File: config.mk
export PLATFORM = sky130hd
export DESIGN_NAME = input_conditioner
export DESIGN_NICKNAME = d
export VERILOG_FILES = /design/src/rtl/input_conditioner.sv
export SDC_FILE = /design/constraint.sdc
export NUM_CORES = 1
export LEC_CHECK = 0
export BUFFER_PORTS_ARGS = -buffer_cell sky130_fd_sc_hd__buf_4
export CAP_MARGIN = 20
export CELL_PAD_IN_SITES_DETAIL_PLACEMENT = 1
export CELL_PAD_IN_SITES_GLOBAL_PLACEMENT = 2
export CORE_MARGIN = 2
export CORE_UTILIZATION = 40
export CTS_CLUSTER_DIAMETER = 200
export DETAILED_ROUTE_END_ITERATION = 8
export GPL_TIMING_DRIVEN = 0
export PLACE_DENSITY = 0.8
export SLEW_MARGIN = 15
export SYNTH_ARGS = -nofsm -noshare
export SYNTH_HDL_FRONTEND = slang
export SYNTH_SLANG_ARGS = --single-unit
File: constraint.sdc
create_clock -name clk -period 4.3 [get_ports clk]
set_clock_uncertainty 0.2 [all_clocks]
set_input_delay 0.215 -clock clk [delete_from_list [all_inputs] [get_ports clk]]
set_output_delay 0.215 -clock clk [all_outputs]
set_load 0.005 [all_outputs]
File: src/rtl/input_conditioner.sv
// input_conditioner: two-flop synchronizer plus debounce filter for the raw
// X1/X2 sources. Each channel produces a clean level and registered rise/fall
// strobes. chg is the OR of all four strobes.
module input_conditioner #(
  parameter int unsigned DB_CYCLES = 4
) (
  input  logic clk,
  input  logic rst,
  input  logic en,
  input  logic raw_x1,
  input  logic raw_x2,
  output logic X1,
  output logic X2,
  output logic x1_rise,
  output logic x1_fall,
  output logic x2_rise,
  output logic x2_fall,
  output logic chg
);

  localparam logic [7:0] LAST = 8'(DB_CYCLES - 1);

  // Channel 0 is X1 and channel 1 is X2.
  logic [1:0] raw;
  logic [1:0] s1;
  logic [1:0] s2;
  logic [1:0] level;
  logic [1:0] rise;
  logic [1:0] fall;
  logic [1:0] toggle;
  logic [7:0] cnt [2];

  assign raw = {raw_x2, raw_x1};

  // A channel flips when it has stayed mismatched for the last counted cycle while enabled.
  always_comb begin
    toggle = '0;
    for (int unsigned ch = 0; ch < 2; ch++) begin
      toggle[ch] = (s2[ch] != level[ch]) && en && (cnt[ch] == LAST);
    end
  end

  // Two-flop synchronizers. They keep running even when en is low.
  always_ff @(posedge clk) begin
    if (rst) begin
      s1 <= '0;
      s2 <= '0;
    end else begin
      s1 <= raw;
      s2 <= s1;
    end
  end

  // Debounce counters and output levels. Strobes are registered alongside the level change.
  always_ff @(posedge clk) begin
    if (rst) begin
      level <= '0;
      rise  <= '0;
      fall  <= '0;
      chg   <= 1'b0;
      for (int unsigned ch = 0; ch < 2; ch++) begin
        cnt[ch] <= '0;
      end
    end else begin
      for (int unsigned ch = 0; ch < 2; ch++) begin
        if (s2[ch] == level[ch]) begin
          cnt[ch] <= '0;
        end else if (en) begin
          if (toggle[ch]) begin
            cnt[ch]   <= '0;
            level[ch] <= s2[ch];
          end else begin
            cnt[ch] <= cnt[ch] + 8'd1;
          end
        end
      end
      rise <= toggle & s2;
      fall <= toggle & ~s2;
      chg  <= |toggle;
    end
  end

  assign X1      = level[0];
  assign X2      = level[1];
  assign x1_rise = rise[0];
  assign x1_fall = fall[0];
  assign x2_rise = rise[1];
  assign x2_fall = fall[1];

endmodule

# Word level (Yosys, flattened, before mapping)
# Memory sizes are Yosys's and may differ from the RTL's.
# Cells that the tools add are included.
# W data, S select, Z words.
[totals] regBits=11 latch_bits=0 ram_bits=16 mem_bits_ro=0 inputBits=5 out_inout_bits=7 wordCells=68 mem_count=1
[classes] n_addsub=2 multipliers=0 div_mod_pow=0 order_cmp=0 eq_ne=6 n_shift=0 mux=34 bitwise=11 reduce_logical=7
[memory_table] memory="cnt" words=2 word_bits=8 read_ports=2 rd_clocked_by_memory_dff=0 wr=2 line="31" source="logic [7:0] cnt [2];"
[op_table] cell="$mux W8" count=6
[op_table] cell="$mux W1" count=28
[op_table] cell="$add A8 B1 Y8 const B" count=2
[op_table] cell="$eq A8 B2 Y1 const B" count=2
[op_table] cell="$or A1 B1 Y1" count=6
[op_table] cell="$reduce_and A3 Y1" count=2
[op_table] cell="$and A2 B2 Y2" count=2
[op_table] cell="$logic_and A1 B1 Y1" count=4
[op_table] cell="$eq A1 B1 Y1" count=2
[op_table] cell="$ne A1 B1 Y1" count=2
[op_table] cell="$not A1 Y1" count=2
[op_table] cell="$not A2 Y2" count=1
[op_table] cell="$reduce_or A2 Y1" count=1

# Logic depth before layout (Yosys ltp)
# Gate-level depths: netlist of the first run.
[logic_depth] word_depth=10 mapped_depth=4 ltp_nobuf=4

# Worst setup path after synthesis of the first run
# No wires, ideal clock.
[synth_path] path_kind="register to register" start="memory cnt[1][2]" end="register level[1]" setup_ns=0.070 arrival_ns=1.603 required_ns=4.030 setup_slack_ns=2.427 path_stages_with_launch=4 n_path_buf=0 synth_period_minus_slack_ns=1.873 cell_sequence="edfxtp_1 -> or4_4 -> or4_1 -> a21oi_1"
[synth_rtl] element="start, declared" line="31"
[synth_rtl] element="end signal, assigned by index" line="71" source="level[ch] <= s2[ch];"
[synth_rtl] element="end, declared" line="27" source="logic [1:0] level;"

==> metrics.txt, run 1 <==
Overflow after GRT=0; setup slack after layout=2.16 ns; slowest stage delay, CP=0.59 ns; WP data arrival=2.03 ns; core area=2980 sq um; clock transition at the registers of the reported paths=0.15 ns; Reg power frac=68.3%; clock network power share=27.5%; Initial Utilization=41.2%; H-tree levels=1; Vias/cell=5.57; antenna cells=0; Final Hold Violating Endpoints=0; setup TNS=0 ns; Tcrit/Tclk final=49.8%; vias in the first global route=969; Clk Latency, worst-skew pair=0.33 ns; CTS sink cnt=27; WP buf/inv=0; GPL Wtd Cong=0.703; Power Internal=322 uW; combinational share of power=4.2%; Root Driver=clkbuf_4; WL final=2510 microns; R2R Setup Slk=2.16 ns; yosys warns=0; total iterations of the first detailed-routing run=4; final setup fails=0; synthesized instance count=115; cells along the critical path=or4_1 > nor3b_1 > nor3b_1; first-pass GRT wire length=4440 microns; minimum clock period=2.14 ns; leakage power=0.000502 uW; number of remaining DRC errors=0; Syn Nets=122; clk buf depth=2; most used cell, CP=nor3b_1; Place WS=2.15 ns; hpwl dp=1840 microns; largest cells by area after synthesis=edfxtp_1 39%, dfxtp_1 18%, xor2_1 3.6%; sw power=89.9 uW; switch share=21.9%; initial antenna violation count=0; Max Clk Rate=467 MHz; largest net degree at the start of global routing=15; WS Path Type=flip-flop to flip-flop; Post-CTS Repair Setup Buffers=0; Synth area leader=edfxtp_1; Std-Cell Rows=20; nature of the critical path endpoint=flip-flop; Post-CTS Hold Fix Bufs=3; worst-margin pin slew=0.648 ns; cell area after synthesis=1230 sq um; sequential element share of the synthesized area=57.1%; Slew Viols, Final=0; hold path startpoint=en; PD cells=293 nW/um^2; synthesis-to-finish area growth=14.7%; Critical Path RT=4.19 ns; Die Ht=59.4 microns; total die area=3520 sq um; IO Pins=12; FF-to-FF Start=cnt[0][4]; Post-DP Area=1350 sq um; nets=141; Mapped Avg Cell Area=10.7 sq um; WL/cell=15.1 microns; VDD IR-drop max=0.160 mV; number of cells on the worst hold path=4; fillcell total=343; FF+latch count, synth=27; critical path's top delay family=simple AND/OR/NAND/NOR gates; cts repair resizes=0; worst-path maximum fanout=5; GRT Total Usage=17.0%; hold endpoint=level[1]; post-route ant nets=0; drt initial violations=21; RR Endpoint=cnt[0][1]; CP startpoint kind=flip-flop; number of max-cap violations=0; TritonCTS clock tree=yes; Yosys top cell area share=39.2%; IO Port Bufs=11; outcome=completed; CTS Buf Count=3; Slowest cell on crit path=or4_1; vias post-DR=925; final instance area=1410 sq um; worst reg2reg path depth=3; RSZ-0062 raised after global routing=no; worst relative slew slack=56.4%; Netlist cell types=31; Hold Crit Class=primary input to flip-flop; die width=59.4 microns; layout cells sized above 1=14.3%
## flip-flops by register name (all words and copies together), names as in the netlist
register,flops
s1,2
cnt,16
level,2
chg,1
fall,2
rise,2
s2,2
## routing by layer
layer  GRT usage [%]  share of wire [%]  routed length [microns]
met1            23.5                 50                     1250
met2            26.5                 45                     1130
met3            2.18                2.9                       73
met4            7.79                1.8                       46
met5               0                  0                        0
## logic make-up after synthesis
kind of cell	count (synthesis)	synth area share [%]
fa+ha+maj	2	2.04
xor+xnor	7	5.00
flops	27	57.1
buf+inv	5	1.53
simple gates	54	24.6
compound gates	20	9.69
## placed cells by master (no fill, tap or decap), types with 3 or more instances in the layout
| master | instances |
|---|---|
| nor2b_1 | 6 |
| o21ai_0 | 6 |
| clkbuf_4 | 3 |
| dlygate4sd3_1 | 3 |
| a21oi_1 | 7 |
| edfxtp_1 | 16 |
| or3_1 | 5 |
| nor3_1 | 5 |
| buf_4 | 11 |
| xor2_1 | 5 |
| dfxtp_1 | 11 |
| nand3_1 | 8 |
| nand2_1 | 8 |
| or4_1 | 3 |
| nor2_1 | 8 |
| inv_1 | 4 |
## synthesized netlist by cell type
| library cell | instances |
|---|---|
| a21oi_1 | 7 |
| nand4_1 | 1 |
| edfxtp_1 | 16 |
| nor3b_1 | 2 |
| clkbuf_1 | 1 |
| xor2_1 | 5 |
| dfxtp_1 | 11 |
| a21bo_2 | 1 |
| and3_2 | 1 |
| o211ai_1 | 1 |
| or4_1 | 3 |
| xnor2_1 | 2 |
| nand2b_1 | 1 |
| nand2_1 | 8 |
| or4_4 | 1 |
| nor2_1 | 8 |
| or3b_2 | 1 |
| ha_1 | 2 |
| nand3_1 | 8 |
| o22ai_1 | 1 |
| nor3_1 | 5 |
| or2_2 | 1 |
| o31ai_1 | 2 |
| nor2b_1 | 6 |
| inv_1 | 4 |
| nor4_1 | 1 |
| nor4bb_1 | 1 |
| nand3b_1 | 1 |
| a211oi_1 | 2 |
| o21ai_0 | 6 |
| or3_1 | 5 |
## worst max path at each step
stage | startpoint | end | slack (ns) | cells past startpoint
global route | cnt[1][0] | cnt[1][2] | 2.04 | 4
finish | cnt[0][4] | cnt[0][1] | 2.16 | 3
detailed placement | cnt[1][0] | cnt[1][2] | 2.15 | 4
CTS | cnt[1][0] | cnt[1][2] | 2.14 | 4
floorplan | cnt[1][2] | level[1] | 2.43 | 3
global placement | cnt[0][4] | cnt[0][1] | 2.20 | 3
## stage by stage
step | instances | hold slack [ns] | utilization [%] | total power (uW)
after floorplan | 115 | 0.0841 | - | 294
after global placement | 159 | 0.226 | 45.3 | 302
after detailed placement | 159 | 0.234 | 45.3 | 302
after CTS | 166 | 0.0497 | 47.2 | 415
after global routing | 166 | 0.0782 | 47.2 | 425
final | 166 | 0.0571 | 47.2 | 411
## worst reg2reg max path, stage by stage (launching register included)
cell and delay, ns:
edfxtp_1 0.51, or4_1 0.59, nor3b_1 0.49, nor3b_1 0.11
## area by class of cell
| cell class | instances | area, sq um | area share, % |
|---|---|---|---|
| Inverter | 4 | 15.0 | 1.07 |
| Buffer | 1 | 3.75 | 0.267 |
| Timing Repair Buffer | 14 | 113 | 8.01 |
| Sequential cell | 27 | 701 | 49.8 |
| Clock buffer | 4 | 26.3 | 1.87 |
| Multi-Input combinational cell | 83 | 507 | 36.0 |
| Tap cell | 33 | 41.3 | 2.94 |
## power by group through the flow
stage / sequential (uW) / combinational [uW] / clock (uW)
after floorplan: 285 / 9.06 / 0
after global placement: 286 / 15.1 / 0
after detailed placement: 287 / 15.5 / 0
after CTS: 281 / 17.7 / 116
after global routing: 282 / 19.8 / 123
final: 281 / 17.4 / 113
No activity file was read; power rests on OpenSTA's default activity.
==> run 2: changes to the inputs <==
--- a/config.mk
+++ b/config.mk
@@ -10,11 +10,11 @@
 export CELL_PAD_IN_SITES_DETAIL_PLACEMENT = 1
 export CELL_PAD_IN_SITES_GLOBAL_PLACEMENT = 2
 export CORE_MARGIN = 2
-export CORE_UTILIZATION = 40
+export CORE_UTILIZATION = 33
 export CTS_CLUSTER_DIAMETER = 200
 export DETAILED_ROUTE_END_ITERATION = 8
 export GPL_TIMING_DRIVEN = 0
-export PLACE_DENSITY = 0.8
+export PLACE_DENSITY = 0.7
 export SLEW_MARGIN = 15
 export SYNTH_ARGS = -nofsm -noshare
 export SYNTH_HDL_FRONTEND = slang
==> constraint.sdc (replaced) <==
create_clock -name clk -period 1.8 [get_ports clk]
set_clock_uncertainty 0.2 [all_clocks]
set_input_delay 0.09 -clock clk [delete_from_list [all_inputs] [get_ports clk]]
set_output_delay 0.09 -clock clk [all_outputs]
set_load 0.005 [all_outputs]
==> run 2 against run 1 <==
  * The flow now finishes with violations (setup timing)
  * Via count increased by 9.8%
  * Die area increased by 20%
  * Design area increased by 20%
  * Hold slack got worse by 0.032 ns
  * Critical path type unchanged
==> metrics.txt, run 2 (synthesis results as in run 1) <==
FF-to-FF Start=cnt[1][2]; nature of the critical path endpoint=flip-flop; Place WS=-0.209 ns (-2.36 ns); most flop-heavy register=cnt; met3 usage=3.13% (+0.94 points); number of cells on the worst hold path=4 (unchanged); nets=161 (+14%); hold endpoint=level[1]; layout cells sized above 1=35.9% (+22 points); CTS sink cnt=27 (unchanged); most frequent cells in the layout=30 x buf_4, 16 x edfxtp_1, 11 x dfxtp_1; core area=3610 sq um (+21%); largest net degree at the start of global routing=15 (unchanged); worst-path maximum fanout=4 (-1); number of remaining DRC errors=0 (unchanged); total iterations of the first detailed-routing run=4 (unchanged); Clk Latency, worst-skew pair=0.27 ns (-0.06 ns); VDD IR-drop max=0.333 mV (+110%); WS Path Type=flip-flop to flip-flop; Hold Crit Class=primary input to flip-flop; antenna cells=0 (unchanged); max reg flops=16 (unchanged); CP startpoint kind=flip-flop; worst reg2reg path depth=3 (unchanged); Post-DP Area=1380 sq um (+2.1%); worst-margin pin slew=0.381 ns (-0.267 ns); CTS Buf Count=3 (unchanged); Std-Cell Rows=22 (+10%); drt initial violations=43 (+100%); initial antenna violation count=0 (unchanged); Slew Viols, Final=0 (unchanged); WP data arrival=1.86 ns (-0.17 ns); final instance area=1690 sq um (+20%); IO Port Bufs=11 (unchanged); clk buf depth=2 (unchanged); Critical Path RT=1.81 ns (-2.38 ns); WL/cell=15.2 microns (+0.92%); commonest non-fill, non-tap cell in the layout=buf_4; setup slack after layout=-0.0500 ns (-2.21 ns); hold_ws=0.0253 ns (-0.0318 ns); first-pass GRT wire length=5210 microns (+17%); Overflow after GRT=0 (unchanged); RSZ-0062 raised after global routing=yes; leakage power=0.000630 uW (+25%); TritonCTS clock tree=yes; hold path startpoint=en; GR met1 Demand/Resource=22.3% (-1.2 points); Initial Utilization=34.0% (-7.2 points); RR Endpoint=level[1]; worst relative slew slack=74.5% (+18 points); H-tree levels=1 (unchanged); PD cells=640 nW/um^2 (+120%); synthesis-to-finish area growth=38.1%; Tcrit/Tclk final=103% (+53 points); vias post-DR=1016 (+9.8%); R2R Setup Slk=-0.05 ns (-2.21 ns); outcome=finished with violations; total die area=4220 sq um (+20%); post-layout util=46.9% (-0.28 points); final setup fails=7 (+7); vias in the first global route=1056 (+9.0%); IO Pins=12 (unchanged); clock transition at the registers of the reported paths=0.10 ns (-0.05 ns); failing checks=setup timing; met2 GRT Util=26.5% (about the same); minimum clock period=1.85 ns (-0.290 ns); die width=65.0 microns (+9.4%); number of max-cap violations=0 (unchanged); Die Ht=65.0 microns (+9.4%); Vias/cell=5.05 (-9.3%); post-route ant nets=0 (unchanged); WL final=3060 microns (+22%); Max Clk Rate=541 MHz (+16%); GPL Wtd Cong=0.740 (+5.2%); GRT Total Usage=16.4% (-0.62 points); Final Hold Violating Endpoints=0 (unchanged); Root Driver=clkbuf_8; hpwl dp=2040 microns (+10%); global route hottest layer=met2
==> run 2: cell count changes in the layout (fill, tap and decap cells not counted), sizes merged <==
| cell | delta |
|---|---|
| buf | +19 |
| dlygate4sd3 | +1 |
==> run 2: power breakdown <==
group,internal (uW),switching [uW]
clock network,159,192
registers,659,9.54
logic,34.2,30.6
total,852,232
==> run 2: how the worst max path moves through the flow <==
| stage | startpoint | end | cells past startpoint | slack, ns |
|---|---|---|---|---|
| final | cnt[1][2] | level[1] | 3 | -0.05 |
| after floorplan | cnt[1][3] | level[1] | 3 | -0.03 |
| after global routing | cnt[1][2] | cnt[1][2] | 4 | -0.07 |
| after CTS | cnt[1][0] | level[1] | 4 | -0.05 |
| after detailed placement | cnt[1][0] | cnt[1][2] | 4 | -0.21 |
| after global placement | cnt[1][0] | cnt[1][2] | 4 | -0.16 |
==> run 2: final cells by class <==
class	instances	area, sq um
Timing Repair Buffer	34	265
Tap cell	48	60.1
Clock buffer	4	45.0
Multi-Input combinational cell	83	602
Buffer	1	5.00
Inverter	4	15.0
Sequential cell	27	701
Fill cell	405	1910
==> run 2: repair_timing <==
item / CTS / global route
endpoints found under the hold margin: 6 / 0
pin swaps: 8 / 5
setup buffers: 16 / 3
endpoints found under the setup margin: 13 / 15
resized for setup: 12 / 7
hold buffers: 4 / 0
==> run 2: critical path, stage by stage (launching register included) <==
cell and delay (ns):
edfxtp_1 0.42, or4_4 0.58, or4_4 0.44, a21oi_2 0.14
==> run 2: layer usage <==
layer / wire (microns) / vias up
li1: - / 499
met1: 1520 / 498
met2: 1430 / 15
met3: 73 / 4
met4: 33 / 0
met5: 0 / -
==> run 2: metrics by stage <==
step,TNS [ns],total power [uW],instances
2_1_floorplan,-0.0253,704,115
3_3_place_gp,-1.23,722,174
3_5_place_dp,-1.43,723,174
4_1_cts,-0.171,1080,198
5_1_grt,-0.661,1130,201
6_report,-0.134,1080,201
==> run 3: changes to the inputs <==
--- a/config.mk
+++ b/config.mk
@@ -15,6 +15,7 @@
 export DETAILED_ROUTE_END_ITERATION = 8
 export GPL_TIMING_DRIVEN = 0
 export PLACE_DENSITY = 0.7
+export SETUP_SLACK_MARGIN = 0.2
 export SLEW_MARGIN = 15
 export SYNTH_ARGS = -nofsm -noshare
 export SYNTH_HDL_FRONTEND = slang
==> run 3 against run 2 <==
  * The flow still finishes with violations (setup timing)
  * Combinational power rose by 11%
  * Non-clock buffer count did not move
  * First-iteration DRC count fell by 40%
==> metrics.txt, run 3 (synthesis results as in run 1) <==
Die Ht=65.0 microns (unchanged); Slew Viols, Final=0 (unchanged); CP startpoint kind=flip-flop; total iterations of the first detailed-routing run=4 (unchanged); max reg flops=16 (unchanged); worst relative slew slack=73.7% (-0.84 points); vias post-DR=1010 (-0.59%); Critical Path RT=1.62 ns (-0.19 ns); WL/cell=15.2 microns (-0.16%); number of max-cap violations=0 (unchanged); IO Pins=12 (unchanged); FF-to-FF Start=cnt[0][5]; initial antenna violation count=0 (unchanged); Power Internal=853 uW (about the same); CP Launch Point=cnt[0][5]; CTS Buf Count=3 (unchanged); post-route ant nets=0 (unchanged); fillcell total=394 (-2.7%); IO Port Bufs=11 (unchanged); Slowest cell on crit path=or4_4; Root Driver=clkbuf_8; drt initial violations=26 (-40%); first-pass GRT wire length=4690 microns (-10%); RSZ-0062 raised after global routing=yes; outcome=finished with violations; hold path startpoint=en; PD cells=620 nW/um^2 (-3.2%); Final Hold Violating Endpoints=0 (unchanged); TritonCTS clock tree=yes; number of remaining DRC errors=0 (unchanged); WL final=3060 microns (-0.16%); most flop-heavy register=cnt; most frequent cells in the layout=25 x buf_4, 16 x edfxtp_1, 11 x dfxtp_1; minimum clock period=1.84 ns (-0.0105 ns); hpwl dp=1860 microns (-8.8%); cells along the critical path=or4_4 > nor3b_4 > nor3_1; largest net degree at the start of global routing=16 (+1); setup slack after layout=-0.0395 ns (+0.0105 ns); nature of the critical path endpoint=flip-flop; core area=3610 sq um (unchanged); post-layout util=48.8% (+1.9 points); die width=65.0 microns (unchanged); failing checks=setup timing; clock network power share=32.1% (-0.2 points); WS Path Type=flip-flop to flip-flop; clock transition at the registers of the reported paths=0.10 ns (about the same); clk buf depth=2 (unchanged); WP data arrival=1.66 ns (-0.20 ns); Std-Cell Rows=22 (unchanged); GRT Total Usage=14.6% (-1.8 points); Vias/cell=5.02 (-0.59%); total die area=4220 sq um (unchanged); Initial Utilization=34.0% (unchanged); Design Power=1090 uW (+0.69%); leakage power=0.000648 uW (+2.8%); VDD IR-drop max=0.424 mV (+27%); worst-margin pin slew=0.392 ns (+0.0103 ns); vias in the first global route=1045 (-1.0%); nets=161 (unchanged); CTS sink cnt=27 (unchanged); synthesis-to-finish area growth=43.6%; Overflow after GRT=0 (unchanged); final setup fails=7 (unchanged); switch share=21.9% (+0.50 points); combinational share of power=6.6% (+0.6 points); WP buf/inv=0 (unchanged); slowest stage delay, CP=0.58 ns (about the same); Clk Latency, worst-skew pair=0.27 ns (about the same); GPL Wtd Cong=0.715 (-3.3%); sw power=239 uW (+3.0%); layout cells sized above 1=41.8% (+5.9 points); H-tree levels=1 (unchanged); final instance area=1760 sq um (+4.0%); worst-path maximum fanout=4 (unchanged); Reg power frac=61.3% (-0.4 points); critical path's top delay family=simple AND/OR/NAND/NOR gates; Max Clk Rate=544 MHz (+0.57%); Hold Crit Class=primary input to flip-flop; commonest non-fill, non-tap cell in the layout=buf_4; antenna cells=0 (unchanged); R2R Setup Slk=-0.04 ns (about the same); Tcrit/Tclk final=102% (-0.58 points); Post-DP Area=1390 sq um (+0.73%)
## run 3: cell count changes in the layout (fill, tap and decap cells not counted), moves of 2 or more
cell,previous run,this run
buf_4,30,25
dlygate4sd3_1,4,8
nand2_1,7,4
a21oi_1,5,3
a21oi_2,2,4
nand2_2,1,3
nand3_1,8,6
nor2_1,7,5
nor2_2,1,3
## run 3: area by class of cell
class	count	area (sq um)	share of cell area, %
sequential	27	701	39.8
clock buffer	3	41.3	2.35
multi-input combinational	83	654	37.2
buffer	1	5.00	0.284
tap	48	60.1	3.41
clock inverter	1	5.00	0.284
timing repair buffer	34	279	15.8
inverter	4	15.0	0.853
## run 3: metal layers
metal  track usage, %  vias to the layer above  routed length [microns]
met5                0                        -                        0
met2             26.2                        9                     1630
li1                 -                      500                        -
met4             6.12                        0                       23
met3             2.60                        2                       43
met1             16.8                      499                     1350
## run 3: power by group through the flow
stage                     Sequential, uW  Combinational [uW]  Clock [uW]
final                                669                72.1         351
after global routing                 671                79.2         374
after CTS                            669                64.0         364
after detailed placement             686                39.0           0
after global placement               685                38.1           0
after floorplan                      682                23.7           0
## run 3: tightest hold or removal path: stages
cell      delay [ns]
buf_4           0.12
nor4bb_2        0.17
nand3_1         0.08
a21oi_1         0.06
## run 3: metrics by stage
step                      setup slack, ns  std cells  TNS (ns)  hold slack (ns)
after floorplan                  -0.00853        115  -0.00853          -0.0409
after global placement             -0.183        174    -0.997            0.105
final                             -0.0395        201    -0.166           0.0855
after CTS                         -0.0227        198   -0.0503           0.0333
after detailed placement           -0.191        174     -1.12            0.110
after global routing              -0.0854        201    -0.614            0.111
## run 3: final timing paths
| path | end | cells after the start |
|---|---|---|
| setup / recovery | cnt[0][0] | 3 |
| hold / removal | level[0] | 4 |
| setup reg to reg | cnt[0][0] | 3 |
| hold reg to reg | rise[0] | 2 |
## run 3: repair_timing
item,4_1_cts,5_1_grt
hold buffers,8,0
resized for setup,6,24
hold endpoints to repair,6,0
pin swaps,7,10
buffers inserted,12,3
endpoints found under the setup margin,17,19
